<file path="src/rtl/clk_sync_pkg.sv">
// Shared constants for the multi-channel event synchroniser.
package clk_sync_pkg;

    // Event definitions selectable through the MODE parameter
    localparam int CS_MODE_TOGGLE = 0;
    localparam int CS_MODE_RISE   = 1;
    localparam int CS_MODE_FALL   = 2;

    // Legal range of synchroniser depth
    localparam int CS_STAGES_MIN  = 2;
    localparam int CS_STAGES_MAX  = 4;

endpackage

</file>
<file path="src/rtl/clk_sync_chan.sv">
// One channel: synchroniser chain, history flop, edge detector,
// saturating pending counter and sticky overflow flag.
module clk_sync_chan
    import clk_sync_pkg::*;
#(
    parameter int STAGES = 2,
    parameter int MODE   = 0,
    parameter int CNT_W  = 4
) (
    input  logic             clk,
    input  logic             rst,
    input  logic             armed,
    input  logic             sig,
    input  logic             ready,
    input  logic             ovf_clr,
    output logic             pulse,
    output logic             valid,
    output logic [CNT_W-1:0] pend,
    output logic             ovf
);

    localparam logic [CNT_W-1:0] CNT_MAX = '1;

    (* ASYNC_REG = "TRUE" *) logic [STAGES-1:0] sync;
    logic             hist;
    logic             s_last;
    logic             raw;
    logic             inc;
    logic             dec;
    logic             sat_hit;
    logic [CNT_W-1:0] cnt;

    assign s_last = sync[STAGES-1];

    // Synchroniser chain and one-cycle history of its last stage
    always_ff @(posedge clk or posedge rst) begin
        if (rst) begin
            sync <= '0;
            hist <= 1'b0;
        end else begin
            sync <= {sync[STAGES-2:0], sig};
            hist <= s_last;
        end
    end

    // Edge detection from registered values only
    always_comb begin
        raw = 1'b0;
        if (MODE == CS_MODE_TOGGLE) begin
            raw = s_last ^ hist;
        end else if (MODE == CS_MODE_RISE) begin
            raw = s_last & ~hist;
        end else if (MODE == CS_MODE_FALL) begin
            raw = ~s_last & hist;
        end
    end

    assign pulse   = raw & armed;
    assign valid   = (cnt != '0);
    assign pend    = cnt;
    assign inc     = pulse;
    assign dec     = valid & ready;
    assign sat_hit = inc & ~dec & (cnt == CNT_MAX);

    // Pending counter: simultaneous strobe and accept cancel out
    always_ff @(posedge clk or posedge rst) begin
        if (rst) begin
            cnt <= '0;
        end else begin
            case ({inc, dec})
                2'b10:   if (cnt != CNT_MAX) cnt <= cnt + 1'b1;
                2'b01:   cnt <= cnt - 1'b1;
                default: ;
            endcase
        end
    end

    // Sticky overflow: a lost event wins over a same-cycle clear
    always_ff @(posedge clk or posedge rst) begin
        if (rst) begin
            ovf <= 1'b0;
        end else if (sat_hit) begin
            ovf <= 1'b1;
        end else if (ovf_clr) begin
            ovf <= 1'b0;
        end
    end

endmodule

</file>
<file path="src/rtl/clk_sync_multi.sv">
// Multi-channel event synchroniser into the clk domain with a shared
// post-reset arming counter and per-channel valid/ready drain.
module clk_sync_multi
    import clk_sync_pkg::*;
#(
    parameter int CH     = 4,
    parameter int STAGES = 2,
    parameter int MODE   = 0,
    parameter int CNT_W  = 4
) (
    input  logic                clk,
    input  logic                rst,
    input  logic [CH-1:0]       async_i,
    output logic [CH-1:0]       pulse_o,
    output logic [CH-1:0]       valid_o,
    input  logic [CH-1:0]       ready_i,
    output logic [CH*CNT_W-1:0] pend_o,
    output logic [CH-1:0]       ovf_o,
    input  logic [CH-1:0]       ovf_clr_i
);

    localparam int PRIME_N = STAGES + 1;
    localparam int PRIME_W = $clog2(PRIME_N + 1);

    logic [PRIME_W-1:0] prime_cnt;
    logic               armed;

    if (STAGES < CS_STAGES_MIN || STAGES > CS_STAGES_MAX) begin : g_bad_stages
        $error("clk_sync_multi: STAGES out of range");
    end
    if (MODE < CS_MODE_TOGGLE || MODE > CS_MODE_FALL) begin : g_bad_mode
        $error("clk_sync_multi: unknown MODE");
    end

    // Holds events off until the chains and history flops hold real samples
    assign armed = (prime_cnt == PRIME_W'(PRIME_N));

    // Prime counter: runs STAGES+1 cycles after reset release, then parks
    always_ff @(posedge clk or posedge rst) begin
        if (rst) begin
            prime_cnt <= '0;
        end else if (!armed) begin
            prime_cnt <= prime_cnt + 1'b1;
        end
    end

    for (genvar n = 0; n < CH; n++) begin : g_chan
        clk_sync_chan #(
            .STAGES (STAGES),
            .MODE   (MODE),
            .CNT_W  (CNT_W)
        ) u_chan (
            .clk     (clk),
            .rst     (rst),
            .armed   (armed),
            .sig     (async_i[n]),
            .ready   (ready_i[n]),
            .ovf_clr (ovf_clr_i[n]),
            .pulse   (pulse_o[n]),
            .valid   (valid_o[n]),
            .pend    (pend_o[n*CNT_W +: CNT_W]),
            .ovf     (ovf_o[n])
        );
    end

endmodule

</file>
<file path="config.mk">
export PLATFORM = sky130hd
export DESIGN_NAME = clk_sync_multi
export DESIGN_NICKNAME = d
export VERILOG_FILES = /design/src/rtl/clk_sync_pkg.sv /design/src/rtl/clk_sync_chan.sv /design/src/rtl/clk_sync_multi.sv
export SDC_FILE = /design/constraint.sdc
export NUM_CORES = 1
export LEC_CHECK = 0
export CAP_MARGIN = 10
export CORE_AREA = 2 2 88 90
export DETAILED_ROUTE_END_ITERATION = 8
export DIE_AREA = 0 0 90 92
export GPL_TIMING_DRIVEN = 0
export PLACE_DENSITY = 0.45
export SLEW_MARGIN = 20
export SYNTH_ARGS = -nofsm -noshare
export SYNTH_HDL_FRONTEND = slang
export SYNTH_HIERARCHICAL = 1
export SYNTH_SLANG_ARGS = --single-unit
</file>
<file path="constraint.sdc">
create_clock -name clk -period 2.9 [get_ports clk]
set_input_delay 0.58 -clock clk [delete_from_list [all_inputs] [get_ports clk]]
set_output_delay 0.58 -clock clk [all_outputs]
set_load 0.01 [all_outputs]
</file>
==> summary.txt, run 1 <==
Run status
  – Outcome: finished, final reports clean

Placed design
  – Number of buffers inserted by port buffering: 41
  – Post-Place Setup Slack: 0.373 ns
  – Post-detail-place hpwl: 2520 um
  – # placed instances: 286
  – Last weighted congestion value of the routability-driven placer: 0.666

Synth
  – Post-synthesis sequential area ratio: 48.2%
  – Number of synthesized register bits: 34
  – Number of enable flip-flop cells after synthesis: 0
  – Number of library cell types mapped by synthesis: 18
  – Dominant combinational cell family by area after synthesis: adder cells
  – Synth Net Count: 171
  – Post-synthesis compound-gate area fraction: 9.93%
  – Total of warnings raised by yosys: 6
  – Post-synthesis instance area: 0.00176 mm2
  – Share of synthesized cell area in full adder, half adder and majority cells: 11.6%
  – Synth Area in Simple Gates: 8.51%
  – Post-synthesis instance total: 143
  – XOR/XNOR share of the synthesized area: 8.44%
  – Average cell area after synthesis: 12.3 um2
  – Async S/R FF share, synth: 100%
  – Top flip-flop cell by instance count after synthesis: sky130_fd_sc_hd__dfrtp_1
  – Mux share of post-synthesis cell area: 8.79%

Drt
  – Post-detailed-route via-to-cell ratio: 4.00
  – Total number of vias: 1177
  – Antenna Violating Nets Remaining: 0
  – Wirelength, routed: 3380 um
  – Detailed-router iteration count before antenna repair: 3
  – Post-detailed-route DRC marker count: 0
  – Routed len/inst: 11.5 um
  – Starting DRT DRC Count: 13

Power and ir drop
  – Power per unit of standard cell area: 950 mW/mm2
  – Worst vdd ir: 0.202 mV
  – Leak: 1.11 nW

Timing
  – Slew at the pin with the worst max-slew slack: 0.473 ns
  – Final clock period utilization by the worst path: 86.6%
  – Final Max Tran Viols: 0
  – Slack of the critical path: 0.390 ns
  – Maximum clock frequency: 398 MHz
  – Setup violation total in the final timing report: 0
  – Setup TNS Final: 0 ns
  – Tmin final: 2.51 ns
  – Count of endpoints failing hold in the final timing report: 0
  – Worst max-slew margin expressed relative to the limit: 68.4%
  – Fin Clk Skew: 0.00359 ns
  – Unrepaired setup endpoints after global routing: false

Worst setup path
  – Crit Path Category: reg -> out
  – Data required time of the critical path: 2.32 ns
  – Crit Path Max Fanout: 12
  – Startpoint class of the critical path: flop
  – Critical Path End Type: output port
  – Endpoint arrival time on the critical path: 1.93 ns

CTS
  – Number of post-CTS setup repair buffers: 0
  – Hold-fix buffers, CTS: 0
  – Clock tree root driver cell: sky130_fd_sc_hd__clkbuf_8
  – CTS H-tree lvls: 2
  – Clock sinks: 34
  – Clock-pin slew of the registers on the worst-case setup and hold paths: 0.07 ns
  – Clock network latency to the later pin of the worst-skew pair: 0.28 ns
  – Buffer depth of the longest clock path: 2
  – CTS tree: yes
  – Total clock buffers created by CTS: 5
  – Resized cells post-CTS: 0

Cells and area
  – Most frequent cells in the layout: 41 x sky130_fd_sc_hd__clkdlybuf4s50_1, 34 x sky130_fd_sc_hd__dfrtp_1, 21 x sky130_fd_sc_hd__inv_1
  – Count of fill cells added during filler insertion: 785
  – Count of non-filler cells in the finished layout: 294
  – Layout cells sized above 1: 15.1%
  – Total inserted antenna cells: 0
  – Post-synthesis to final-layout area growth: 36.7%
  – Leading cell type in the layout, fill and taps excluded: sky130_fd_sc_hd__clkdlybuf4s50_1
  – Nets: 219

Global routing
  – Global Route Usage Sum: 8.89%
  – Wire length of the first global-routing pass: 5870 um
  – Vias in the first global route: 1209
  – Antenna violations before repair: 0
  – Pin count of the biggest net entering global routing: 13
  – Grt total ovfl: 0

Hold path
  – Worst hold path class: reg -> reg

Floorplan
  – DIE WIDTH: 90 um
  – Std-Cell Core Area: 0.00745 mm2
  – Initial cell density of the core: 23.7%
  – Rows: 32
  – Die Outline Area: 0.00828 mm2
  – Count of boundary I/O pins: 42
  – Die height: 92 um

Flow run
  – Max Cap Viol: 0
power by group:
part / switching [W] / internal [W]
registers: 0.000213 / 0.000614
clock network: 0.000175 / 0.000253
logic: 0.000422 / 0.000614
per-stage QoR:
| step | hold slack [ns] | area, um2 | power (W) | util (%) |
|---|---|---|---|---|
| final | 0.352 | 2410 | 0.00229 | 32.4 |
| after floorplan | 0.321 | 1760 | 0.00145 | - |
| after global routing | 0.358 | 2410 | 0.00249 | 32.4 |
| after detailed placement | 0.338 | 2300 | 0.00189 | 30.9 |
| after CTS | 0.354 | 2410 | 0.00234 | 32.4 |
| after global placement | 0.333 | 2300 | 0.00189 | 30.9 |
path summary, 6_finish.rpt:
path | start | to | slack (ns) | cells after the start
worst min-delay path | g_chan[2].u_chan/sync[0] | g_chan[2].u_chan/sync[1] | 0.35 | 0
min in group asynchronous | rst | prime_cnt[0] | 0.59 | 2
max in group asynchronous | rst | g_chan[0].u_chan/pend[3] | 1.96 | 2
worst max-delay path | prime_cnt[0] | pulse_o[3] | 0.39 | 3
worst max register to register | prime_cnt[0] | g_chan[2].u_chan/pend[3] | 0.60 | 8
worst min register to register | g_chan[2].u_chan/sync[0] | g_chan[2].u_chan/sync[1] | 0.35 | 0
routing by layer:
| metal | global-route usage [%] | part of all wire (%) | up-vias |
|---|---|---|---|
| met5 | 0 | 0 | - |
| met4 | 3.08 | 1.4 | 0 |
| met3 | 3.29 | 4.6 | 5 |
| met2 | 13.3 | 45 | 23 |
| met1 | 11.9 | 49 | 560 |
| li1 | - | - | 589 |
layout make-up:
| class | instances | area [um2] | share of cell area, % |
|---|---|---|---|
| Clock buffer | 5 | 68.8 | 2.85 |
| Clock inverter | 3 | 40.0 | 1.66 |
| Inverter | 21 | 78.8 | 3.27 |
| Multi-Input combinational cell | 88 | 835 | 34.6 |
| Sequential cell | 34 | 851 | 35.3 |
| Tap cell | 102 | 128 | 5.29 |
| Timing Repair Buffer | 41 | 410 | 17.0 |
registers in the layout, indices dropped and copies added, names as in the netlist:
signal              count
g_chan.u_chan/sync      8
prime_cnt               2
g_chan.u_chan/ovf       4
g_chan.u_chan/hist      4
g_chan.u_chan/pend     16
worst max-delay path: stages, from the launching register on:
cell,delay [ns]
sky130_fd_sc_hd__dfrtp_1,0.40
sky130_fd_sc_hd__ha_1,0.47
sky130_fd_sc_hd__and2_1,0.23
sky130_fd_sc_hd__clkdlybuf4s50_1,0.55
kinds of logic after synthesis:
family / count (synthesis)
flops: 34
simple gates: 24
buf+inv: 21
compound gates: 20
xor+xnor: 17
fa+ha+maj: 14
mux: 13
synth_stat cells, types with 5 or more instances:
cell type	number	share of area, %
sky130_fd_sc_hd__inv_1	21	4.5
sky130_fd_sc_hd__ha_1	10	7.1
sky130_fd_sc_hd__mux2i_1	8	4.5
sky130_fd_sc_hd__mux2_4	5	4.3
sky130_fd_sc_hd__nand4_1	8	2.8
sky130_fd_sc_hd__xor2_1	8	4.0
sky130_fd_sc_hd__dfrtp_1	34	48
sky130_fd_sc_hd__xnor2_1	9	4.5
No activity file was read; power rests on OpenSTA's default activity.
==> run 2: changes to the inputs <==
--- a/config.mk
+++ b/config.mk
@@ -6,11 +6,13 @@
 export NUM_CORES = 1
 export LEC_CHECK = 0
 export CAP_MARGIN = 10
+export CELL_PAD_IN_SITES_DETAIL_PLACEMENT = 0
+export CELL_PAD_IN_SITES_GLOBAL_PLACEMENT = 2
 export CORE_AREA = 2 2 88 90
 export DETAILED_ROUTE_END_ITERATION = 8
 export DIE_AREA = 0 0 90 92
 export GPL_TIMING_DRIVEN = 0
-export PLACE_DENSITY = 0.45
+export PLACE_DENSITY = 0.62
 export SLEW_MARGIN = 20
 export SYNTH_ARGS = -nofsm -noshare
 export SYNTH_HDL_FRONTEND = slang
==> run 2 against run 1 <==
Compared with the run above: first-iteration DRC count increased to 2.6 times the previous value; die area unchanged; register-to-register slack about the same; combinational power about the same; sequential share of layout area increased by 0.26 points; wire length increased by 6.7%; setup slack improved by 0.015 ns; fmax increased by 0.62%; via count increased by 3.1%.
==> summary.txt, run 2 (same netlist as run 1, synthesis figures left out) <==
Cells and area
  – Total inserted antenna cells: 0 (unchanged)
  – Final cell area excluding filler cells: 0.00239 mm2 (-0.73%)
  – Most frequent cells in the layout: 41 x sky130_fd_sc_hd__clkdlybuf4s50_1, 34 x sky130_fd_sc_hd__dfrtp_1, 21 x sky130_fd_sc_hd__inv_1
  – Layout cells sized above 1: 14.6% (-0.52 points)
  – Flip-flop count of the largest register, all copies and words added: 16 (unchanged)
  – Nets: 219 (unchanged)
  – Leading cell type in the layout, fill and taps excluded: sky130_fd_sc_hd__clkdlybuf4s50_1
  – Post-synthesis to final-layout area growth: 35.7%

CTS
  – CTS tree: yes
  – Number of post-CTS setup repair buffers: 0 (unchanged)
  – Clock network latency to the later pin of the worst-skew pair: 0.28 ns (about the same)
  – Clock-pin slew of the registers on the worst-case setup and hold paths: 0.07 ns (about the same)
  – Clock tree root driver cell: sky130_fd_sc_hd__clkbuf_8
  – CTS H-tree lvls: 2 (unchanged)
  – Resized cells post-CTS: 0 (unchanged)
  – Hold-fix buffers, CTS: 0 (unchanged)
  – Buffer depth of the longest clock path: 2 (unchanged)
  – Total clock buffers created by CTS: 5 (unchanged)
  – Clock sinks: 34 (unchanged)

Worst setup path
  – Endpoint arrival time on the critical path: 1.91 ns (-0.02 ns)
  – Crit Path Category: reg -> out
  – Crit Path Max Fanout: 6 (-6)
  – Data required time of the critical path: 2.32 ns (about the same)
  – Critical Path End Type: output port
  – Startpoint class of the critical path: flop
  – Setup slack, reg-to-reg: 0.59 ns (about the same)

Global routing
  – Wire length of the first global-routing pass: 6200 um (+5.5%)
  – Vias in the first global route: 1295 (+7.1%)
  – Grt total ovfl: 0 (unchanged)
  – Global Route Usage Sum: 9.34% (+0.45 points)
  – Antenna violations before repair: 0 (unchanged)
  – Pin count of the biggest net entering global routing: 13 (unchanged)

Drt
  – Post-detailed-route DRC marker count: 0 (unchanged)
  – Total number of vias: 1214 (+3.1%)
  – Detailed-router iteration count before antenna repair: 4 (+1)
  – Starting DRT DRC Count: 34 (+21)
  – Post-detailed-route via-to-cell ratio: 4.13 (+3.1%)
  – Routed len/inst: 12.3 um (+6.7%)
  – Antenna Violating Nets Remaining: 0 (unchanged)
  – Wirelength, routed: 3610 um (+6.7%)

Timing
  – Final clock period utilization by the worst path: 86.0% (-0.53 points)
  – Final Max Tran Viols: 0 (unchanged)
  – Unrepaired setup endpoints after global routing: false
  – Setup violation total in the final timing report: 0 (unchanged)
  – Slew at the pin with the worst max-slew slack: 0.426 ns (-0.0472 ns)
  – Post-route worst hold slack: 0.351 ns (-0.00102 ns)
  – Worst max-slew margin expressed relative to the limit: 71.6% (+3.1 points)
  – Tmin final: 2.49 ns (-0.0155 ns)
  – Maximum clock frequency: 401 MHz (+0.62%)
  – Count of endpoints failing hold in the final timing report: 0 (unchanged)
  – Setup TNS Final: 0 ns (unchanged)
  – Fin Clk Skew: 0.00267 ns (-0.000915 ns)

Power and ir drop
  – Worst vdd ir: 0.342 mV (+69%)
  – Leak: 1.10 nW (-0.87%)
  – Power per unit of standard cell area: 939 mW/mm2 (-1.2%)
  – Final total power: 0.00225 W (-1.9%)

Floorplan
  – Rows: 32 (unchanged)
  – Initial cell density of the core: 23.7% (unchanged)
  – Die height: 92 um (unchanged)
  – DIE WIDTH: 90 um (unchanged)
  – Die Outline Area: 0.00828 mm2 (unchanged)
  – Std-Cell Core Area: 0.00745 mm2 (unchanged)
  – Count of boundary I/O pins: 42 (unchanged)

Placed design
  – Number of buffers inserted by port buffering: 41 (unchanged)
  – Area post-placement: 0.00230 mm2 (unchanged)
  – Post-detail-place hpwl: 2860 um (+13%)
  – Last weighted congestion value of the routability-driven placer: 0.756 (+13%)

Hold path
  – Worst hold path class: reg -> reg

Flow run
  – Max Cap Viol: 0 (unchanged)

Run status
  – Outcome: finished, final reports clean
run 2: where the power goes:
part           switching, W  leakage, nW  total (W)  internal, W
clock network      0.000166       0.0482   0.000357     0.000191
registers          0.000217        0.399   0.000831     0.000614
logic              0.000441        0.653    0.00106     0.000618
run 2: final timing paths:
path | start | end | depth (start not counted)
min reg2reg | g_chan[3].u_chan/sync[0] | g_chan[3].u_chan/sync[1] | 0
min | g_chan[3].u_chan/sync[0] | g_chan[3].u_chan/sync[1] | 0
max in group asynchronous | rst | g_chan[2].u_chan/ovf | 2
max reg2reg | g_chan[0].u_chan/pend[3] | g_chan[0].u_chan/pend[3] | 8
max | g_chan[0].u_chan/pend[1] | valid_o[0] | 2
min in group asynchronous | rst | prime_cnt[0] | 2
run 2: per-stage QoR:
| step | util [%] | worst slack [ns] | std cells |
|---|---|---|---|
| 3_5_place_dp | 30.9 | 0.356 | 286 |
| 2_1_floorplan | - | 0.791 | 143 |
| 3_3_place_gp | 30.9 | 0.346 | 286 |
| 4_1_cts | 32.1 | 0.383 | 294 |
| 6_report | 32.1 | 0.405 | 294 |
| 5_1_grt | 32.1 | 0.300 | 294 |
run 2: worst max-delay path: stages (launching register included):
cell	delay [ns]
sky130_fd_sc_hd__dfrtp_1	0.46
sky130_fd_sc_hd__or4_2	0.67
sky130_fd_sc_hd__clkdlybuf4s50_1	0.50
run 2: layer usage:
metal  track usage (%)  part of all wire (%)  up-vias  routed length [um]
li1                  -                     -      590                   -
met1              11.8                    45      591                1640
met2              14.5                    48       28                1730
met3              3.29                   4.9        5                 175
met4              3.85                   1.8        0                  65
met5                 0                     0        -                   0
run 2: layout make-up:
| class | count | area (um2) |
|---|---|---|
| repair buffers | 41 | 410 |
| fillers | 780 | 5050 |
| clock buffers | 7 | 86.3 |
| clock inverters | 1 | 5.00 |
| multi-input cells | 88 | 835 |
| flip-flops and latches | 34 | 851 |
| well taps | 102 | 128 |
| inverters | 21 | 78.8 |
==> run 3: changes to the inputs <==
--- a/config.mk
+++ b/config.mk
@@ -9,6 +9,7 @@
 export CELL_PAD_IN_SITES_DETAIL_PLACEMENT = 0
 export CELL_PAD_IN_SITES_GLOBAL_PLACEMENT = 2
 export CORE_AREA = 2 2 88 90
+export CTS_CLUSTER_DIAMETER = 60
 export DETAILED_ROUTE_END_ITERATION = 8
 export DIE_AREA = 0 0 90 92
 export GPL_TIMING_DRIVEN = 0
==> constraint.sdc (replaced) <==
create_clock -name clk -period 2.9 [get_ports clk]
set_input_delay 0.58 -clock clk [delete_from_list [all_inputs] [get_ports clk]]
set_output_delay 0.58 -clock clk [all_outputs]
set_load 0.02 [all_outputs]
==> results of run 3 <==
The final DEF is identical to that of run 2. Status: finished, final reports clean.
Among the figures that moved: setup slack after layout 0.405 ns -> 0.345 ns; total power 0.00225 W -> 0.00236 W; worst IR drop on VDD 0.342 mV -> 0.375 mV
